<file path="config.mk">
export PLATFORM = sky130hd
export DESIGN_NAME = ram_cmd_master
export DESIGN_NICKNAME = d
export VERILOG_FILES = /design/src/rtl/ram_cmd_pkg.sv /design/src/rtl/ram_cmd_master.sv
export SDC_FILE = /design/constraint.sdc
export NUM_CORES = 1
export LEC_CHECK = 0
export ABC_CLOCK_PERIOD_IN_PS = 2200
export BUFFER_PORTS_ARGS = -buffer_cell sky130_fd_sc_hd__buf_2
export CORE_MARGIN = 3
export CORE_UTILIZATION = 50
export CTS_BUF_LIST = sky130_fd_sc_hd__clkbuf_8
export DETAILED_ROUTE_END_ITERATION = 16
export PLACE_DENSITY = 0.9
export SLEW_MARGIN = 20
export SYNTH_ARGS = -nofsm -noshare
export SYNTH_HDL_FRONTEND = slang
export SYNTH_SLANG_ARGS = --single-unit
</file>
<file path="constraint.sdc">
create_clock -name clk -period 2.2 [get_ports clk]
set_clock_uncertainty 0.1 [all_clocks]
set_input_delay 0.33 -clock clk [delete_from_list [all_inputs] [get_ports clk]]
set_output_delay 0.33 -clock clk [all_outputs]
set_load 0.01 [all_outputs]
</file>
<file path="src/rtl/ram_cmd_pkg.sv">
// ============================================================================
// Module  : ram_cmd_pkg
// Brief   : Opcode constants and FSM state encoding shared with the RAM side.
// Revision: 1.0
// ============================================================================
`default_nettype none

package ram_cmd_pkg;

    localparam logic [1:0] c_OP_WRITE_ADD  = 2'b00;
    localparam logic [1:0] c_OP_WRITE_DATA = 2'b01;
    localparam logic [1:0] c_OP_READ_ADD   = 2'b10;
    localparam logic [1:0] c_OP_READ_DATA  = 2'b11;

    typedef enum logic [2:0] {
        ST_IDLE    = 3'd0,
        ST_WR_ADDR = 3'd1,
        ST_WR_DATA = 3'd2,
        ST_RD_ADDR = 3'd3,
        ST_RD_DATA = 3'd4,
        ST_RD_WAIT = 3'd5,
        ST_RESP    = 3'd6
    } state_e;

endpackage

`default_nettype wire

</file>
<file path="src/rtl/ram_cmd_master.sv">
// ============================================================================
// Module  : ram_cmd_master
// Brief   : Turns host read/write requests into RAM command words and returns
//           a one-cycle response, with a bounded wait for read data.
// Revision: 1.0
// ============================================================================
`default_nettype none

module ram_cmd_master
    import ram_cmd_pkg::*;
#(
    parameter int TIMEOUT = 8
) (
    input  logic       clk,
    input  logic       rst,
    input  logic       req_valid,
    output logic       req_ready,
    input  logic       req_write,
    input  logic [7:0] req_addr,
    input  logic [7:0] req_wdata,
    output logic       rsp_valid,
    output logic [7:0] rsp_rdata,
    output logic       rsp_err,
    output logic [9:0] din,
    output logic       rx_valid,
    input  logic [7:0] dout,
    input  logic       tx_valid,
    output logic       busy
);

    localparam int                 c_CNT_W    = $clog2(TIMEOUT) + 1;
    localparam logic [c_CNT_W-1:0] c_CNT_LAST = c_CNT_W'(TIMEOUT - 1);

    state_e             r_state_q, w_state_d;
    logic               r_write_q, w_write_d;
    logic [7:0]         r_addr_q,  w_addr_d;
    logic [7:0]         r_wdata_q, w_wdata_d;
    logic [7:0]         r_rdata_q, w_rdata_d;
    logic               r_err_q,   w_err_d;
    logic [c_CNT_W-1:0] r_cnt_q,   w_cnt_d;

    always_ff @(posedge clk) begin
        if (rst) begin
            r_state_q <= ST_IDLE;
            r_write_q <= 1'b0;
            r_addr_q  <= 8'h00;
            r_wdata_q <= 8'h00;
            r_rdata_q <= 8'h00;
            r_err_q   <= 1'b0;
            r_cnt_q   <= '0;
        end else begin
            r_state_q <= w_state_d;
            r_write_q <= w_write_d;
            r_addr_q  <= w_addr_d;
            r_wdata_q <= w_wdata_d;
            r_rdata_q <= w_rdata_d;
            r_err_q   <= w_err_d;
            r_cnt_q   <= w_cnt_d;
        end
    end

    always_comb begin
        w_state_d = r_state_q;
        w_write_d = r_write_q;
        w_addr_d  = r_addr_q;
        w_wdata_d = r_wdata_q;
        w_rdata_d = r_rdata_q;
        w_err_d   = r_err_q;
        w_cnt_d   = '0;
        req_ready = 1'b0;
        rsp_valid = 1'b0;
        rsp_err   = 1'b0;
        din       = 10'h000;
        rx_valid  = 1'b0;

        case (r_state_q)
            ST_IDLE: begin
                req_ready = 1'b1;
                if (req_valid) begin
                    w_write_d = req_write;
                    w_addr_d  = req_addr;
                    w_wdata_d = req_wdata;
                    w_err_d   = 1'b0;
                    w_state_d = req_write ? ST_WR_ADDR : ST_RD_ADDR;
                end
            end
            ST_WR_ADDR: begin
                din       = {c_OP_WRITE_ADD, r_addr_q};
                rx_valid  = 1'b1;
                w_state_d = ST_WR_DATA;
            end
            ST_WR_DATA: begin
                din       = {c_OP_WRITE_DATA, r_wdata_q};
                rx_valid  = 1'b1;
                w_state_d = ST_RESP;
            end
            ST_RD_ADDR: begin
                din       = {c_OP_READ_ADD, r_addr_q};
                rx_valid  = 1'b1;
                w_state_d = ST_RD_DATA;
            end
            ST_RD_DATA: begin
                din       = {c_OP_READ_DATA, 8'h00};
                rx_valid  = 1'b1;
                w_state_d = ST_RD_WAIT;
            end
            ST_RD_WAIT: begin
                // The counter covers TIMEOUT wait cycles, so it never reaches its wrap point.
                if (tx_valid) begin
                    w_rdata_d = dout;
                    w_err_d   = 1'b0;
                    w_state_d = ST_RESP;
                end else if (r_cnt_q == c_CNT_LAST) begin
                    w_rdata_d = 8'h00;
                    w_err_d   = 1'b1;
                    w_state_d = ST_RESP;
                end else begin
                    w_cnt_d   = r_cnt_q + 1'b1;
                end
            end
            ST_RESP: begin
                rsp_valid = 1'b1;
                rsp_err   = r_err_q & ~r_write_q;
                w_state_d = ST_IDLE;
            end
            default: w_state_d = ST_IDLE;
        endcase
    end

    assign rsp_rdata = r_rdata_q;
    assign busy      = (r_state_q != ST_IDLE);

endmodule

`default_nettype wire
</file>
[After elaboration in Yosys (flattened, before gate mapping)]
Cells that the tools add are included.
Word-level totals
  flip-flop bits (word level): 33
  output and inout port bits: 23
Cells by class
  reductions and logical operators: 10
  eq/ne operators: 9
  add/sub/neg operators: 1
  mux-type cells: 16
  bitwise logic cells: 3
Operator list (count)
  $pmux W10 S4: 1
  $pmux W3 S6: 1
  $mux W8: 2
  $eq A3 B3 Y1 const B: 3
  $mux W3: 3
  $reduce_or A4 Y1: 2
  $mux W1: 7
  $eq A3 B2 Y1 const B: 2
  $reduce_and A2 Y1: 3
  $add A4 B1 Y4 const B: 1
  $eq A4 B3 Y1 const B: 1
  $reduce_bool A2 Y1: 2
  $eq A3 B1 Y1 const B: 1
  $logic_not A3 Y1: 1
  $ne A3 B3 Y1 const B: 1
  $reduce_and A3 Y1: 1
  $reduce_bool A3 Y1: 1
  $mux W2: 1
  $ne A2 B2 Y1 const B: 1
  $not A1 Y1: 2
  $pmux W1 S2: 1
  $and A1 B1 Y1: 1

[Longest topological paths before layout]
  depth in word-level cells: 4
  mapped depth: 5

[Least setup slack after synthesis]
Ideal clock, no wire load.
  path kind: reg2out
  start point: register r_state_q[0]
  end point: output rsp_err
  arrival time: 1259 ps
  required time: 1770 ps
  path buffers: 1
  path slack: 511 ps
  cell stages (with the launch flop): 5
  path through: dfxtp_1 > buf_2 > nor2b_2 > and2_1 > nor3b_1
Between the ends
  longest elaborated chain between the ends: 2
Ends and longest elaborated chain
  from (decl): RTL line ram_cmd_master.sv:34  | state_e r_state_q, w_state_d;
  from (signal assigned): RTL line ram_cmd_master.sv:52  | r_state_q <= w_state_d;
  $eq A3 B3 Y1: RTL line ram_cmd_master.sv:76  | case (r_state_q)
  $mux W1: RTL line ram_cmd_master.sv:76
  to (decl): RTL line ram_cmd_master.sv:23  | output logic rsp_err,
No other way between the ends.

[Final worst setup path]
  start point: register r_state_q[1]
  end point: output rsp_err
The elaborated chain is that of the path after synthesis.

==> summary.md <==
| Metric | Value |
|---|---|
| Status | `finished, final reports clean` |
| Max clock buf depth | `2` |
| Critical path peak fanout | `9` |
| Pin count of the biggest net entering global routing | `31` |
| Syn Nets | `roughly 210` |
| Fin nets | `259` |
| Commonest non-fill, non-tap cells in the layout | `51 x buf_2, 39 x nand2_1, 33 x dfxtp_1` |
| Core area | `around 2800 sq um` |
| Sequential-to-total area share from yosys stat | `between 40 and 50%` |
| Root buffer cell | `clkbuf_8` |
| R2R setup slack | `0.39 ns` |
| Reg area | `between 600 and 700 sq um` |
| Slowest CP cell | `dfxtp_1` |
| Min Tclk post-route | `between 2 and 2.5 ns` |
| Antenna-violating nets left | `0` |
| Placer Congestion | `~0.75` |
| Area Overhead vs Synth | `21.1%` |
| GRT Util Overall | `20.8%` |
| CTS tree | `yes` |
| Per-cell routed wire length | `13.8 um` |
| Non-filler cells in the finished layout | `259` |
| Commonest non-fill, non-tap cell in the layout | `buf_2` |
| Kind of critical path | `register to output pin` |
| Post-synth EDFFs | `0` |
| DPL Wire Length | `~2400 um` |
| Synth warn | `0` |
| RR Startpoint | `r_state_q[0]` |
| Drt first pass iters | `4` |
| Cell depth of the worst flop-to-flop path | `3` |
| Starting Density | `a little over half` |
| Post-CTS Resized | `0` |
| FFs w/ async S/R, synth | `0%` |
| Num Clock Sinks | `33` |
| PD cells | `roughly 860 nW/um^2` |
| Share of layout cells above drive strength 1 | `28.9%` |
| Hold path endpoint | `r_addr_q[5]` |
| Slew of the pin with the lowest slew margin | `between 0.6 and 0.7 ns` |
| Gate Count Post-Synth | `~180` |
| WL final | `about 3600 um` |
| Clk_lat worst skew | `between 0.2 and 0.3 ns` |
| Gr ovfl total | `0` |
| Die extent in y | `60.9 um` |
| Fmax | `between 400 and 500 MHz` |
| Cell family with most CP delay | `simple AND/OR/NAND/NOR gates` |
| Synth cell types | `33` |
| Die Width | `between 60 and 70 um` |
| Worst IR Drop VDD | `0.558 mV` |
| Inserted Diodes | `0` |
| Count of pins over their slew limit | `0` |
| CTS Hold Bufs | `0` |
| Max-cap violations | `0` |
| Placed cells | `about 250` |
| CTS buffer count | `5` |
| Iter 0 DRT Violations | `38` |
| Bufs and invs on worst path | `1` |
| Vias per cell | `5.53` |
| Slew Limit Headroom | `between 50% and 60%` |
| Multi-input logic area | `~750 sq um` |
| Vias | `roughly 1.4k` |
| Cells on Worst Hold Path | `3` |
| Area of the die | `between 3000 and 4000 sq um` |
| Crit start category | `register` |
| IO Pins | `52` |
| FILL cells | `around 230` |
| Worst path required time | `around 1.8 ns` |
| RSZ-0062 raised after global routing | `false` |
| Clock-pin slew on the worst setup and hold paths | `~0.07 ns` |
| Final Cycle Share | `between 90 and 100%` |
| Initial antenna violation count | `0` |
| Setup TNS | `0 ns` |
| # Post-CTS Setup Buffers | `0` |
| Design Area, Final | `1830 sq um` |
| Cells along the critical path | `nor2b_2 > and2_1 > nor3b_1 > buf_2` |
| #FFs+latches synth | `33` |
| Std-Cell Rows | `19` |
| HP Class | `input port to register` |
| Dpl cell area | `~1800 sq um` |
| Post-Syn Area | `between 1500 and 2000 sq um` |
| Crit Reg-Reg Endpoint | `r_addr_q[3]` |
| Synth Flop Type | `dfxtp_1` |
| Min Hold Slack | `between 0.15 and 0.2 ns` |
| Hold Vio Cnt, Final | `0` |
| Number of global-route vias before repair | `about 1.3k` |
| Hold Startpoint | `req_addr[5]` |
| Post-route DRC | `0` |
| Avg Cell Area, Syn | `8.34 sq um` |
| IO Port Bufs | `a little over 50` |
| Arr. time, crit path | `around 1.6 ns` |
| First-pass GRT wire length | `5730 um` |
| H-tree levels | `2` |
| Worst path max stage delay | `0.46 ns` |
| CP endpoint kind | `output pin` |
| Setup Viol. Count Final | `0` |
| LEAKAGE | `around 0.78 nW` |
where the power goes:
part / switching, W / internal [W]
registers: 0.0000504 / 0.000660
clock network: 0.000201 / 0.000208
logic: 0.000269 / 0.000188
per-stage QoR:
step	setup slack (ns)	utilization (%)	power [W]
2_1_floorplan	0.511	-	0.00105
3_3_place_gp	0.464	62.5	0.00116
3_5_place_dp	0.413	62.5	0.00118
4_1_cts	0.167	65.1	0.00159
5_1_grt	0.0827	65.1	0.00167
6_report	0.174	65.1	0.00158
state kept, by name (all words and copies together) (netlist names):
name       count
r_state_q      3
r_cnt_q        4
r_wdata_q      8
r_err_q        1
r_write_q      1
rsp_rdata      8
r_addr_q       8
Yosys cell counts (2+ instances only):
library cell | instances | area, sq um
a21oi_1 | 28 | 140
a22oi_1 | 14 | 105
buf_2 | 4 | 20.0
buf_6 | 3 | 33.8
clkbuf_1 | 7 | 26.3
dfxtp_1 | 33 | 661
inv_1 | 3 | 11.3
nand2_1 | 39 | 146
nand2b_1 | 2 | 12.5
nand3b_1 | 12 | 90.1
nor2_1 | 9 | 33.8
nor3_1 | 4 | 20.0
xnor2_1 | 3 | 26.3
metal layers:
layer  vias up  routed length (um)  GRT usage, %
li1        722                   -             -
met1       662                1470          24.9
met2        41                1840          35.4
met3         6                 217          6.60
met4         0                  47          6.50
met5         -                   0             0
how the worst max path moves through the flow:
stage	start	end	slack, ns	cells after the start
2_1_floorplan	r_state_q[0]	rsp_err	0.51	4
3_3_place_gp	r_state_q[0]	r_wdata_q[1]	0.46	3
3_5_place_dp	r_state_q[0]	r_wdata_q[0]	0.41	3
4_1_cts	r_state_q[1]	rsp_err	0.17	4
5_1_grt	r_state_q[1]	rsp_err	0.08	4
6_report	r_state_q[1]	rsp_err	0.17	4
area by class of cell:
| class | count | area share, % |
|---|---|---|
| clock inverters | 1 | 0.274 |
| multi-input cells | 130 | 41.2 |
| flip-flops and latches | 33 | 36.2 |
| repair buffers | 55 | 15.6 |
| clock buffers | 5 | 3.77 |
| inverters | 4 | 0.822 |
| well taps | 31 | 2.12 |
kinds of logic (layout without fill, tap and decap cells):
| kind of cell | after synthesis | count (layout) | synth area share, % |
|---|---|---|---|
| DFF | 33 | 33 | 43.8 |
| buffers and inverters | 18 | 65 | 6.30 |
| and+or+nand+nor | 78 | 78 | 28.3 |
| xor gates and xnor gates | 4 | 4 | 2.32 |
| adders and majority gates | 1 | 1 | 0.829 |
| AOI/OAI and AO/OA | 47 | 47 | 18.5 |
worst reg2reg max path, cell delays in order (launching register included):
cell and delay [ns]:
dfxtp_1 0.43, or4b_1 0.87, nand2_1 0.19, a21oi_1 0.08
Note: power is estimated with default switching activity, not from simulation.
